[config.mk]
export PLATFORM = sky130hd
export DESIGN_NAME = tt_um_zhwa_rgb_mixer
export DESIGN_NICKNAME = d
export VERILOG_FILES = /design/src/rtl/rgb_mixer_pkg.sv /design/src/rtl/tt_um_zhwa_rgb_mixer_debounce.sv /design/src/rtl/tt_um_zhwa_rgb_mixer_encoder.sv /design/src/rtl/tt_um_zhwa_rgb_mixer_pwm.sv /design/src/rtl/tt_um_zhwa_rgb_mixer.sv
export SDC_FILE = /design/constraint.sdc
export NUM_CORES = 1
export LEC_CHECK = 0
export ABC_CLOCK_PERIOD_IN_PS = 2550
export CORE_MARGIN = 3
export CORE_UTILIZATION = 44
export CTS_BUF_LIST = sky130_fd_sc_hd__clkbuf_4 sky130_fd_sc_hd__clkbuf_8 sky130_fd_sc_hd__clkbuf_16
export DETAILED_ROUTE_END_ITERATION = 16
export PLACE_DENSITY_LB_ADDON = 0.2
export SYNTH_ARGS = -nofsm -noshare
export SYNTH_HDL_FRONTEND = slang
export SYNTH_SLANG_ARGS = --single-unit
[constraint.sdc]
create_clock -name clk -period 2.55 [get_ports clk]
set_clock_uncertainty 0.2 [all_clocks]
set_input_delay 0.51 -clock clk [delete_from_list [all_inputs] [get_ports clk]]
set_output_delay 0.51 -clock clk [all_outputs]
set_load 0.03 [all_outputs]
[src/rtl/rgb_mixer_pkg.sv]
// Shared constants and types for the RGB mixer.
//   WIDTH        : level register and PWM counter width
//   DEBOUNCE_LEN : consecutive identical synchronised samples before a debounced input moves
//   NUM_CHANNELS : number of encoder/PWM channels
package rgb_mixer_pkg;

  localparam int unsigned WIDTH        = 8;
  localparam int unsigned DEBOUNCE_LEN = 8;
  localparam int unsigned NUM_CHANNELS = 3;

  typedef logic [WIDTH-1:0] level_t;

endpackage

[src/rtl/tt_um_zhwa_rgb_mixer_debounce.sv]
// Two-flop synchroniser followed by a sample-history debouncer for one encoder pin.
//   clk_i, rst_ni : clock, asynchronous active-low reset
//   in_i          : raw asynchronous pin
//   out_o         : debounced level; moves only after Len identical synchronised samples
module tt_um_zhwa_rgb_mixer_debounce
  import rgb_mixer_pkg::*;
#(
  parameter int unsigned Len = DEBOUNCE_LEN
) (
  input  logic clk_i,
  input  logic rst_ni,
  input  logic in_i,
  output logic out_o
);

  logic [1:0]     sync_q;
  logic [Len-2:0] hist_q;
  logic [Len-1:0] window;
  logic           out_q, out_d;

  // The window includes the sample entering this cycle, so only Len-1 older samples are stored.
  assign window = {hist_q, sync_q[1]};

  always_comb begin
    out_d = out_q;
    if (&window) begin
      out_d = 1'b1;
    end else if (~|window) begin
      out_d = 1'b0;
    end
  end

  always_ff @(posedge clk_i or negedge rst_ni) begin
    if (!rst_ni) begin
      sync_q <= '0;
      hist_q <= '0;
      out_q  <= 1'b0;
    end else begin
      sync_q <= {sync_q[0], in_i};
      hist_q <= window[Len-2:0];
      out_q  <= out_d;
    end
  end

  assign out_o = out_q;

endmodule

[src/rtl/tt_um_zhwa_rgb_mixer_encoder.sv]
// Quadrature decoder and level accumulator for one channel.
//   clk_i, rst_ni : clock, asynchronous active-low reset
//   a_i, b_i      : debounced encoder phases
//   level_o       : 8-bit level, wraps modulo 2^WIDTH
module tt_um_zhwa_rgb_mixer_encoder
  import rgb_mixer_pkg::*;
(
  input  logic   clk_i,
  input  logic   rst_ni,
  input  logic   a_i,
  input  logic   b_i,
  output level_t level_o
);

  logic   a_prev_q;
  level_t level_q, level_d;

  // Only A edges count; B just selects direction, evaluated on its current value.
  always_comb begin
    level_d = level_q;
    if (a_i != a_prev_q) begin
      level_d = (a_i != b_i) ? level_q + WIDTH'(1) : level_q - WIDTH'(1);
    end
  end

  always_ff @(posedge clk_i or negedge rst_ni) begin
    if (!rst_ni) begin
      a_prev_q <= 1'b0;
      level_q  <= '0;
    end else begin
      a_prev_q <= a_i;
      level_q  <= level_d;
    end
  end

  assign level_o = level_q;

endmodule

[src/rtl/tt_um_zhwa_rgb_mixer_pwm.sv]
// Registered PWM comparator against the shared counter.
//   clk_i, rst_ni : clock, asynchronous active-low reset
//   counter_i     : shared free-running counter
//   level_i       : channel level
//   pwm_o         : high while counter < level
module tt_um_zhwa_rgb_mixer_pwm
  import rgb_mixer_pkg::*;
(
  input  logic   clk_i,
  input  logic   rst_ni,
  input  level_t counter_i,
  input  level_t level_i,
  output logic   pwm_o
);

  logic pwm_q;

  always_ff @(posedge clk_i or negedge rst_ni) begin
    if (!rst_ni) begin
      pwm_q <= 1'b0;
    end else begin
      pwm_q <= (counter_i < level_i);
    end
  end

  assign pwm_o = pwm_q;

endmodule

[src/rtl/tt_um_zhwa_rgb_mixer.sv]
// Tiny Tapeout RGB mixer: three rotary encoders each set an 8-bit level driving one PWM output.
//   clk, rst_n : clock, asynchronous active-low reset
//   ena        : design selected (ignored)
//   ui_in      : [2c]=enc c phase A, [2c+1]=enc c phase B, [7:6] unused
//   uo_out     : [c]=pwm c, [7:3] zero
//   uio_in     : unused; uio_out, uio_oe tied 0
module tt_um_zhwa_rgb_mixer
  import rgb_mixer_pkg::*;
(
  input  logic       clk,
  input  logic       rst_n,
  input  logic       ena,
  input  logic [7:0] ui_in,
  output logic [7:0] uo_out,
  input  logic [7:0] uio_in,
  output logic [7:0] uio_out,
  output logic [7:0] uio_oe
);

  localparam int unsigned NumInputs = 2 * NUM_CHANNELS;

  logic [NumInputs-1:0]    enc_deb;
  level_t                  level [NUM_CHANNELS];
  logic [NUM_CHANNELS-1:0] pwm;
  level_t                  counter_q;
  logic                    unused;

  assign unused = ^{ena, ui_in[7:NumInputs], uio_in};

  for (genvar i = 0; i < NumInputs; i++) begin : g_deb
    tt_um_zhwa_rgb_mixer_debounce #(
      .Len (DEBOUNCE_LEN)
    ) u_debounce (
      .clk_i  (clk),
      .rst_ni (rst_n),
      .in_i   (ui_in[i]),
      .out_o  (enc_deb[i])
    );
  end

  for (genvar c = 0; c < NUM_CHANNELS; c++) begin : g_chan
    tt_um_zhwa_rgb_mixer_encoder u_encoder (
      .clk_i   (clk),
      .rst_ni  (rst_n),
      .a_i     (enc_deb[2*c]),
      .b_i     (enc_deb[2*c+1]),
      .level_o (level[c])
    );

    tt_um_zhwa_rgb_mixer_pwm u_pwm (
      .clk_i     (clk),
      .rst_ni    (rst_n),
      .counter_i (counter_q),
      .level_i   (level[c]),
      .pwm_o     (pwm[c])
    );
  end

  always_ff @(posedge clk or negedge rst_n) begin
    if (!rst_n) begin
      counter_q <= '0;
    end else begin
      counter_q <= counter_q + WIDTH'(1);
    end
  end

  assign uo_out  = {{(8 - NUM_CHANNELS){1'b0}}, pwm};
  assign uio_out = '0;
  assign uio_oe  = '0;

endmodule

* Yosys cells after proc, flatten, opt, wreduce, memory -nomap -nowiden *
Index checks and enable logic that the tools add are counted.
Widths: inputs -> output; s select.

cells by class
  multiplexer cells = 15
  magnitude comparators = 3
  eq/ne operators = 12
  reductions and logical operators = 12
  add/sub/neg operators = 7

operators with widths
  operator             number
  $reduce_and 8->1     6
  $reduce_or 8->1      6
  $add 8x1->8 const B  4
  $lt 8x8->1           3
  $mux 8               3
  $sub 8x1->8 const B  3
  $mux 1               12
  $ne 2x1->1 const B   6
  $ne 1x1->1           6

storage, ports and cells
  bits in registers = 98
  output and inout port bits = 24
  input port bits = 19

* Depth between registers and ports, before layout *
Gate-level depths: netlist of the first run.

  depth in word-level cells = 3
  depth in mapped cells = 9
  mapped depth without buffers = 9

* Hierarchy *
From an unflattened synthesis of the first run, not the netlist that was laid out.

unflattened totals
  cell total of the unflattened synthesis = 379
  area, all modules = 4404.2 sq um

modules (own cells, without submodules)
  module                         instances  cells each  area each (sq um)
  tt_um_zhwa_rgb_mixer_debounce  6          16          287.8
  tt_um_zhwa_rgb_mixer_encoder   3          53          531.8
  tt_um_zhwa_rgb_mixer_pwm       3          26          201.4
  tt_um_zhwa_rgb_mixer           1          46          478.0

* Worst setup path before layout of the first run *
Ideal clock, no wire load.

  path type = register to register
  start = register g_deb[4].u_debounce.out_q
  end = register g_chan[2].u_encoder.level_q[6]
  data required time = 2.226 ns
  path slack = 0.292 ns
  arrival time = 1.933 ns
  period minus slack after synthesis = 2.258 ns
  stages on the path, launching flop included = 10
  setup time = 0.124 ns
  cell sequence = dfrtp_1 > xor2_1 > nand2b_1 > nand2_1 > ha_1 > nor2_1 > nor3_1 > a311oi_1 > o21ai_0 > xnor2_1

between the ends
  longest elaborated chain between the ends = 2
  elaborated cells between the ends (all ways) = 3
  classes of those cells = eq/ne: 2; mux: 1

ends and longest elaborated chain
  item                      line                                 text
  start: declaration        tt_um_zhwa_rgb_mixer_debounce.sv:19  logic out_q, out_d;
  start signal: assignment  tt_um_zhwa_rgb_mixer_debounce.sv:41  out_q <= out_d;
  $ne 1x1->1                tt_um_zhwa_rgb_mixer_encoder.sv:22   level_d = (a_i != b_i) ? level_q + WIDTH'(1) : level_q - WIDTH'(1);
  $mux 8                    tt_um_zhwa_rgb_mixer_encoder.sv:22
  end signal: assignment    tt_um_zhwa_rgb_mixer_encoder.sv:32   level_q <= level_d;
  end: declaration          tt_um_zhwa_rgb_mixer_encoder.sv:16   level_t level_q, level_d;

Parallel ways exist; a longest one is shown, timed or not.
A chain may end at the register's enable or synchronous reset.

* Worst setup path in the final report of the first run *
  start = register g_deb[2].u_debounce.out_q
  end = register g_chan[1].u_encoder.level_q[6]

between the ends
  longest elaborated chain between the ends = 2
  elaborated cells between the ends (all ways) = 3
  classes of those cells = eq/ne: 2; mux: 1

ends and longest elaborated chain
  item                      line
  start: declaration        tt_um_zhwa_rgb_mixer_debounce.sv:19
  start signal: assignment  tt_um_zhwa_rgb_mixer_debounce.sv:41
  $ne 1x1->1                tt_um_zhwa_rgb_mixer_encoder.sv:22
  $mux 8                    tt_um_zhwa_rgb_mixer_encoder.sv:22
  end signal: assignment    tt_um_zhwa_rgb_mixer_encoder.sv:32
  end: declaration          tt_um_zhwa_rgb_mixer_encoder.sv:16

Parallel ways exist; a longest one is shown, timed or not.

==> metrics.md, run 1 <==
| Metric | Value |
|---|---|
| Initial core utilization | `between 40% and 50%` |
| Lkg Pwr | `2.01 nW` |
| CTS clk-pin slew, worst paths | `~100 ps` |
| Reg-to-Reg End | `g_chan[1].u_encoder.level_o[6]` |
| Place WS | `323 ps` |
| Setup TNS | `0 ps` |
| Crit-path slowest cell | `dfrtp_1` |
| Crit Path Max Fanout | `10` |
| Synth top area cells | `dfrtp_1, ha_1, xnor2_1` |
| Kind of critical path | `reg -> reg` |
| Slew Viols, Final | `0` |
| CTS tree | `yes` |
| HP Class | `reg -> reg` |
| Min-delay src | `g_deb[3].u_debounce.sync_q[0]` |
| Synth Warn # | `0` |
| Most frequent CP cell | `xnor2_1` |
| Port Buffers | `10` |
| P per Cell Area | `897 nW/um2` |
| First-pass GRT wire length | `11700 um` |
| Area leader, netlist | `dfrtp_1` |
| Power Total | `~4.3 mW` |
| Clock Tree Buf Depth | `2` |
| Status | `finished, final reports clean` |
| Boundary pin count | `43` |
| Placed cells | `510` |
| Synth Instances | `~370` |
| Antenna diodes | `0` |
| Via density | `4.98` |
| Row count | `35` |
| Data required time of the worst path | `about 2700 ps` |
| Largest net degree at the start of global routing | `62` |
| Tcrit/Tclk final | `between 80% and 90%` |
| RSZ-0062 raised after global routing | `false` |
| Synth cell types | `42` |
| CP max stage delay | `460 ps` |
| Commonest non-fill, non-tap cell in the layout | `dfrtp_1` |
| R2r setup slk | `about 330 ps` |
| #FFs+latches synth | `98` |
| Post-synth EDFFs | `0` |
| CP Launch Type | `register` |
| GRT overflow | `0` |
| Starting DRT DRC Count | `between 90 and 100` |
| # DRC | `0` |
| Hold_ws | `around 150 ps` |
| Slew @ Worst Pin | `a little over 600 ps` |
| Layout Nets | `around 440` |
| Setup ws final | `between 300 and 400 ps` |
| Post-Route WL | `approximately 6500 um` |
| Worst r2r src | `g_deb[2].u_debounce.out_o` |
| CP bufs+invs | `0` |
| Die width | `around 110 um` |
| Max H-tree Level | `3` |
| Setup violators final | `0` |
| Chain of cells forming the critical path | `xor2_2, xnor2_1, ha_1, nand3_1, o32a_2, nor3_1, xnor2_1` |
| Die Area | `about 11000 um2` |
| Most frequent cells in the layout | `dfrtp_1, xnor2_1, ha_1` |
| Die Y | `105 um` |
| Top cell type's share of synthesized area | `a little under three fifths` |
| Clk_lat worst skew | `~370 ps` |
| RePlAce Congestion | `~0.79` |
| Hold Path Sink | `g_deb[3].u_debounce.sync_q[1]` |
| Number of global-route vias before repair | `about 2500` |
| Post-DRT Antenna Nets | `0` |
| GRT Util Overall | `roughly an eighth` |
| Worst vdd ir | `0.000378 V` |
| Worst path arrival time | `between 2000 and 2500 ps` |
| Final Hold Vio Count | `0` |
| Antenna violations before repair | `0` |
| Total CTS buffers | `9` |
| Setup bufs post-CTS | `0` |
| Root Driver | `clkbuf_8` |
| Layout area overhead | `10.1%` |
| Post-Layout Cell Count | `between 500 and 600` |
| Wire length per cell | `~12 um` |
| FMAX | `0.450 GHz` |
| Hold Crit Depth | `0` |
| DR pass1 iterations | `4` |
| Post-layout min period | `around 2200 ps` |
| CP top delay family | `XOR/XNOR gates` |
| Top_reg_cell synth | `dfrtp_1` |
| Seq/Total Area, Yosys | `between 50% and 60%` |
| Max cap viols | `0` |
| Core footprint | `between 9000 and 10000 um2` |
| R2R cell count | `7` |
| CP Capture Type | `register` |
| DR vias | `between 2000 and 3000` |
| Clock sinks | `98` |
| DP HPWL | `approximately 4600 um` |
| Synth Cell Area | `~4300 um2` |
| Post-synth ARST share | `100%` |
| Synth Area per Inst | `about 12 um2` |
| Fillers | `between 800 and 900` |
| Share of post-route cells with drive strength above 1 | `7.29%` |
| Worst relative slew slack | `roughly three fifths` |
==> power breakdown <==
part           internal (mW)  switching (mW)  leakage (nW)  total, mW
clock network          0.593           0.548         0.115       1.14
logic                  0.453           0.556         0.757       1.01
registers               1.81           0.307          1.13       2.11
total                   2.85            1.41          2.01       4.26
==> cells by family after synthesis <==
group / share of synthesized area, %
adder cells (fa/ha/maj): 7.25
buffers and inverters: 6.52
AO/OA/AOI/OAI: 8.50
multiplexers: 0.261
flip-flops: 56.8
XOR/XNOR: 7.07
AND/OR/NAND/NOR: 13.5
other: 0.0869
==> cell type report <==
class	instances	area, um2	area share [%]
flip-flops and latches	98	2450	51.6
multi-input cells	244	1660	34.9
well taps	129	161	3.40
repair buffers	16	158	3.32
clock buffers	10	138	2.90
clock inverters	6	96.3	2.03
inverters	24	90.1	1.90
==> synthesized netlist by cell type (9+ instances only) <==
cell / count
buf_4: 24
dfrtp_1: 98
ha_1: 25
inv_1: 24
nand2_1: 19
nand2b_1: 10
nand3_1: 18
nand4_1: 14
nor2_1: 15
o21ai_0: 22
o41ai_1: 9
xnor2_1: 26
==> worst max path at each step <==
stage               cells past startpoint                      start                              to  slack (ps)
floorplan                               9  g_deb[4].u_debounce.out_o  g_chan[2].u_encoder.level_o[6]         290
global route                            9  g_deb[4].u_debounce.out_o  g_chan[2].u_encoder.level_o[6]          50
CTS                                     9  g_deb[4].u_debounce.out_o  g_chan[2].u_encoder.level_o[6]         310
detailed placement                      9  g_deb[4].u_debounce.out_o  g_chan[2].u_encoder.level_o[6]         320
global placement                        9  g_deb[4].u_debounce.out_o  g_chan[2].u_encoder.level_o[6]         360
finish                                  7  g_deb[2].u_debounce.out_o  g_chan[1].u_encoder.level_o[6]         330
==> per-layer routing <==
metal | track usage, % | share of wire (%) | up-vias
met5 | 0 | 0 | -
met4 | 4.97 | 1.7 | 0
met3 | 3.46 | 3.8 | 9
met2 | 18.5 | 44 | 43
met1 | 19.1 | 51 | 1261
li1 | - | - | 1312
==> worst register-to-register path: cells and delay by family (launching register included) <==
family	cells	cell delay (ps)
AOI/OAI and AO/OA	1	200
adders and majority gates	1	250
and+or+nand+nor	2	330
DFF	1	460
xor gates and xnor gates	3	720
==> sequential cells by signal, summed over array words and instances, names as in the netlist <==
name                       cells
g_chan.u_encoder.level_o      24
g_deb.u_debounce.sync_q       12
g_chan.u_encoder.a_prev_q      3
g_chan.u_pwm.pwm_o             3
g_deb.u_debounce.hist_q       42
g_deb.u_debounce.out_o         6
counter_q                      8
==> repair_timing <==
item,4_1_cts,5_1_grt
gates resized for setup,0,0
hold buffers,1,0
hold endpoints to repair,14,0
==> through the flow <==
step | util (%) | area, um2
after floorplan | - | 4390
after global placement | 48.1 | 4510
after detailed placement | 48.1 | 4510
after CTS | 50.7 | 4750
after global routing | 50.7 | 4750
final | 50.7 | 4750
No activity file was read; power rests on OpenSTA's default activity.
==> run 2: changes to the inputs <==
SKIP_LAST_GASP = 1   (was default)
SYNTH_HIERARCHICAL = 1   (was default)
==> run 2 against run 1 <==
Worst hold slack better by 2.9 ps. First-iteration DRC count is 39% higher. Global-route usage is 0.20 points higher. Utilization is 0.22 points higher. Flip-flop and latch count stayed put. Cell count is 1.3% higher. Non-clock buffer count is 2 lower.
==> metrics.md, run 2 <==
| Metric | Value |
|---|---|
| DR pass1 iterations | `5` |
| Synth top area cells | `dfrtp_1, ha_1, xor2_1` |
| Synth cell types | `35` |
| RSZ-0062 raised after global routing | `false` |
| Boundary pin count | `43` |
| Setup TNS | `0 ps` |
| Post-Synth Simple-Gate Area | `roughly 14%` |
| Share of post-route cells with drive strength above 1 | `around 9.9%` |
| Post-DRT Antenna Nets | `0` |
| Worst r2r src | `g_chan[2].u_encoder/level_o[1]` |
| Reg-to-Reg End | `g_chan[2].u_encoder/level_o[2]` |
| Final Hold Vio Count | `0` |
| CP Capture Type | `register` |
| Port Buffers | `10` |
| Post-layout min period | `around 2100 ps` |
| Min-delay src | `g_deb[5].u_debounce/sync_q[0]` |
| Wire length per cell | `around 13 um` |
| Synth Warn # | `6` |
| Synth Cell Area | `4400 um2` |
| Slew Viols, Final | `0` |
| Core footprint | `approximately 9500 um2` |
| HP Class | `reg -> reg` |
| Status | `finished, final reports clean` |
| Worst vdd ir | `0.000467 V` |
| # DRC | `0` |
| Post-synth EDFFs | `0` |
| Area leader, netlist | `dfrtp_1` |
| Layout area overhead | `9.89%` |
| Clock Tree Buf Depth | `2` |
| Compound-Gate Fraction of Synth Area | `under 10%` |
| Row count | `35` |
| GRT Util Overall | `13.2%` |
| Total CTS buffers | `9` |
| CTS tree | `yes` |
| Antenna diodes | `0` |
| Post-synth ARST share | `100%` |
| Tcrit/Tclk final | `between 80% and 90%` |
| P per Cell Area | `934 nW/um2` |
| GRT overflow | `0` |
| Die Y | `~110 um` |
| DR vias | `~2700` |
| Top_reg_cell synth | `dfrtp_1` |
| Starting DRT DRC Count | `roughly 130` |
| Hold Path Sink | `g_deb[5].u_debounce/sync_q[1]` |
| #FFs+latches synth | `98` |
| Largest net degree at the start of global routing | `48` |
| Fraction of the mapped netlist area in adder cells | `~7.1%` |
| CTS clk-pin slew, worst paths | `~100 ps` |
| Post-Layout Cell Count | `between 500 and 600` |
| Antenna violations before repair | `0` |
| Lkg Pwr | `around 2.2 nW` |
| Worst relative slew slack | `approximately 61%` |
| Worst path arrival time | `approximately 2100 ps` |
| Via density | `5.14` |
| R2r setup slk | `around 460 ps` |
| FMAX | `0.478 GHz` |
| First-pass GRT wire length | `12100 um` |
| Largest family of logic cells by synthesized area | `simple AND/OR/NAND/NOR gates` |
| Post-Route WL | `6790 um` |
| Die width | `around 110 um` |
| R2R cell count | `7` |
| Mux cell area share after synthesis | `less than 1%` |
| CP Launch Type | `register` |
| Initial core utilization | `a little under half` |
| Xor/xnor cell area share of the yosys netlist | `between 6 and 7%` |
| Hold Crit Depth | `0` |
| Die Area | `around 11000 um2` |
| Crit Path Max Fanout | `10` |
| Clock sinks | `slightly below 100` |
| Post-synth top cells | `dfrtp_1, inv_1, ha_1, buf_4, xor2_1` |
| Synth Instances | `between 300 and 400` |
| DP HPWL | `~4700 um` |
| Top cell type's share of synthesized area | `55.7%` |
| Placed cells | `517` |
| Clk_lat worst skew | `roughly 360 ps` |
| Max H-tree Level | `3` |
| Seq/Total Area, Yosys | `between 50% and 60%` |
| Kind of critical path | `reg -> reg` |
| Most frequent cells in the layout | `dfrtp_1, inv_1, ha_1` |
| Setup violators final | `0` |
| Number of global-route vias before repair | `2605` |
| Commonest non-fill, non-tap cell in the layout | `dfrtp_1` |
| Layout Nets | `444` |
| Slew @ Worst Pin | `roughly 590 ps` |
| Data required time of the worst path | `between 2000 and 3000 ps` |
| Setup bufs post-CTS | `0` |
| Max cap viols | `0` |
| Top-count cell post-synth | `dfrtp_1` |
| Max reg flops | `42` |
| RePlAce Congestion | `0.784` |
| Hold_ws | `about 160 ps` |
| Reg with most FFs | `g_deb.u_debounce/hist_q` |
| Synth Area per Inst | `11.6 um2` |
| Root Driver | `clkbuf_8` |
[run 2: timing repair]
action	in CTS	in global routing
setup endpoints to repair	0	0
hold endpoints to repair	44	0
hold buffers	1	0
gates resized for setup	0	0
[run 2: routing by layer]
metal	global-route usage, %	part of all wire [%]
met1	17.6	49
met2	20.8	46
met3	2.98	3.4
met4	5.92	1.5
met5	0	0
[run 2: worst max-delay path, stage by stage, from the launching register on]
cell and delay (ps):
dfrtp_1 530, xor2_1 200, xnor2_1 130, ha_1 300, nor2_1 90, a221oi_1 250, a21oi_1 100, xor2_1 160
[run 2: how the worst max path moves through the flow]
stage / startpoint / end / slack [ps] / cells after the start
4_1_cts: g_chan[0].u_pwm/pwm_o / uo_out[0] / 450 / 1
5_1_grt: g_chan[1].u_encoder/level_o[1] / g_chan[1].u_encoder/level_o[2] / 260 / 7
6_report: g_chan[2].u_encoder/level_o[1] / g_chan[2].u_encoder/level_o[2] / 460 / 7
3_3_place_gp: g_chan[1].u_encoder/level_o[1] / g_chan[1].u_encoder/level_o[2] / 520 / 7
2_1_floorplan: g_chan[0].u_encoder/level_o[1] / g_chan[0].u_encoder/level_o[2] / 580 / 8
3_5_place_dp: g_chan[2].u_encoder/level_o[1] / g_chan[2].u_encoder/level_o[2] / 490 / 7
[run 2: where the power goes]
group / total [mW] / internal (mW) / switching, mW
combinational: 1.19 / 0.557 / 0.633
clock: 1.12 / 0.565 / 0.557
sequential: 2.21 / 1.83 / 0.383
[run 2: kinds of logic after synthesis]
family | count (synthesis)
AOI/OAI and AO/OA | 63
buffers and inverters | 52
adders and majority gates | 25
xor gates and xnor gates | 33
DFF | 98
muxes | 3
other | 1
and+or+nand+nor | 104
[run 2: layout make-up]
cell class,count,area (um2)
fill,848,4660
sequential,98,2450
multi-input combinational,249,1750
tap,129,161
timing repair buffer,14,143
clock buffer,9,124
inverter,28,105
clock inverter,7,101
[run 2: metrics by stage]
| stage | instance area [um2] | util, % | setup WS (ps) | power, mW |
|---|---|---|---|---|
| floorplan | 4480 | - | 580 | 3.12 |
| global placement | 4600 | 48.5 | 518 | 3.40 |
| detailed placement | 4600 | 48.5 | 492 | 3.44 |
| CTS | 4840 | 50.9 | 451 | 4.58 |
| global route | 4840 | 50.9 | 258 | 4.87 |
| finish | 4840 | 50.9 | 460 | 4.52 |
==> run 3: changes to the inputs <==
ABC_CLOCK_PERIOD_IN_PS = 1700   (was 2550)
clock period = 1.7 ns   (was 2.55 ns; I/O delays follow)
==> run 3 against run 2 <==
First-iteration DRC count shrank 42%. Worst hold slack lost 2.7 ps. The flow now finishes with violations (negative setup slack). Critical endpoint is now g_chan[0].u_encoder/level_o[2]. Routed wire length grew 12%.
==> metrics.md, run 3 (synthesis gave the netlist of run 2 again) <==
| Metric | Value |
|---|---|
| Met2 Usage GRT | `a little under a quarter` |
| Max cap viols | `0` |
| CP bufs+invs | `0` |
| Data required time of the worst path | `approximately 1800 ps` |
| Initial core utilization | `46.3%` |
| Register Area | `approximately 2500 um2` |
| CP Launch Type | `register` |
| Layout Nets | `483` |
| DR pass1 iterations | `4` |
| Most frequent cells in the layout | `dfrtp_1, buf_4, inv_1` |
| Tcrit/Tclk final | `114%` |
| Met3 Resource Use GR | `about 2.9%` |
| Reg with most FFs | `g_deb.u_debounce/hist_q` |
| Switching fraction of total power | `approximately a third` |
| Final Hold Vio Count | `0` |
| CP Depth | `7` |
| Post-Layout Cell Count | `573` |
| Placed cells | `548` |
| Chain of cells forming the critical path | `xor2_2, xnor2_2, ha_4, nor2_2, a22oi_1, a21oi_1, xor2_1` |
| Root Driver | `clkbuf_8` |
| Setup violators final | `12` |
| CP max stage delay | `between 400 and 500 ps` |
| Row count | `35` |
| Core footprint | `roughly 9500 um2` |
| Clock sinks | `98` |
| R2r setup slk | `-240 ps` |
| Layout Utilization | `approximately 57%` |
| Met1 Usage GRT | `about a fifth` |
| Fillers | `between 700 and 800` |
| Post-layout min period | `1940 ps` |
| Reg-to-Reg End | `g_chan[0].u_encoder/level_o[2]` |
| Max reg flops | `between 40 and 50` |
| DP HPWL | `between 4000 and 5000 um` |
| CTS tree | `yes` |
| P per Cell Area | `roughly 1400 nW/um2` |
| Max H-tree Level | `3` |
| Worst path arrival time | `between 2000 and 2500 ps` |
| Worst vdd ir | `roughly 0.0008 V` |
| Worst r2r src | `g_chan[0].u_encoder/level_o[1]` |
| Pint | `between 5 and 6 mW` |
| Crit-path slowest cell | `dfrtp_1` |
| Multi-input logic area | `1990 um2` |
| Wire length per cell | `~13 um` |
| Antenna diodes | `0` |
| Die Area | `11200 um2` |
| Clk_lat worst skew | `~350 ps` |
| HP Class | `reg -> reg` |
| Worst Setup SP | `g_chan[0].u_encoder/level_o[1]` |
| Largest net degree at the start of global routing | `53` |
| Number of global-route vias before repair | `between 2000 and 3000` |
| Boundary pin count | `43` |
| Sequential share of power | `just over 40%` |
| Combinational Power Share | `36.2%` |
| GRT Util Overall | `~14%` |
| Die width | `between 100 and 150 um` |
| Setup TNS | `-1250 ps` |
| End of the critical path | `g_chan[0].u_encoder/level_o[2]` |
| Slew Viols, Final | `0` |
| Layout area overhead | `23.3%` |
| Post-Route WL | `7630 um` |
| Power Total | `approximately 7.8 mW` |
| Clock Tree Buf Depth | `2` |
| Total CTS buffers | `9` |
| GRT overflow | `0` |
| Via density | `approximately 5` |
| Violated checks | `negative setup slack` |
| Kind of critical path | `reg -> reg` |
| Share of post-route cells with drive strength above 1 | `26.6%` |
| RePlAce Congestion | `between 0.8 and 0.9` |
| Die Y | `106 um` |
| # DRC | `0` |
| Antenna violations before repair | `0` |
| CP top delay family | `XOR/XNOR gates` |
| Post-DRT Antenna Nets | `0` |
| Setup ws final | `-240 ps` |
| GRT Max-Usage Layer | `met2` |
| Clk pwr share | `roughly a quarter` |
| Port Buffers | `10` |
| CTS clk-pin slew, worst paths | `~90 ps` |
| Commonest non-fill, non-tap cell in the layout | `dfrtp_1` |
| First-pass GRT wire length | `about 13000 um` |
| CP Capture Type | `register` |
| FMAX | `0.516 GHz` |
| Starting DRT DRC Count | `between 70 and 80` |
| DR vias | `2927` |
| P_sw | `between 2 and 3 mW` |
| Status | `complete, but fails checks` |
| Lkg Pwr | `2.41 nW` |
| R2R cell count | `7` |
| Crit Path Max Fanout | `5` |
| RSZ-0062 raised after global routing | `true` |
run 3: layer usage:
layer / wire length, um / part of all wire (%)
met5: 0 / 0
met4: 121 / 1.6
met3: 204 / 2.7
met2: 3700 / 48
met1: 3610 / 47
run 3: layout make-up:
type	count	share of cell area, %
repair buffers	53	8.53
flip-flops and latches	98	45.3
well taps	129	2.97
clock inverters	5	1.98
multi-input cells	249	36.6
inverters	28	1.94
clock buffers	11	2.67
run 3: how the worst min path moves through the flow:
stage,startpoint,end,slack [ps],cells after the start
final,g_deb[2].u_debounce/sync_q[0],g_deb[2].u_debounce/sync_q[1],150,0
after global routing,g_deb[2].u_debounce/sync_q[0],g_deb[2].u_debounce/sync_q[1],170,0
after CTS,rst_n,g_deb[2].u_debounce/hist_q[6],160,2
after detailed placement,rst_n,g_deb[2].u_debounce/sync_q[1],30,1
after global placement,rst_n,g_deb[2].u_debounce/sync_q[1],20,1
after floorplan,rst_n,counter_q[0],-160,0
run 3: what timing repair did:
item / CTS / global route
pin swaps: 13 / 11
endpoints found under the hold margin: 98 / 0
setup endpoints to repair: 21 / 22
hold buffers: 1 / 0
gates cloned: 0 / 0
gates resized for setup: 26 / 30
buffers inserted: 3 / 8
run 3: through the flow:
stage,hold WS [ps],area (um2),setup WS (ps)
finish,154,5430,-240
global route,165,5430,-341
CTS,157,5250,-169
detailed placement,25.5,4860,-155
global placement,24.4,4860,-98.8
floorplan,-156,4520,-148
run 3: power groups by stage:
| stage | Combinational (mW) | Sequential, mW | Clock [mW] |
|---|---|---|---|
| floorplan | 1.54 | 3.23 | 0 |
| global placement | 2.29 | 3.15 | 0 |
| detailed placement | 2.36 | 3.17 | 0 |
| CTS | 2.53 | 3.14 | 1.89 |
| global route | 3.14 | 3.25 | 1.98 |
| finish | 2.83 | 3.17 | 1.82 |
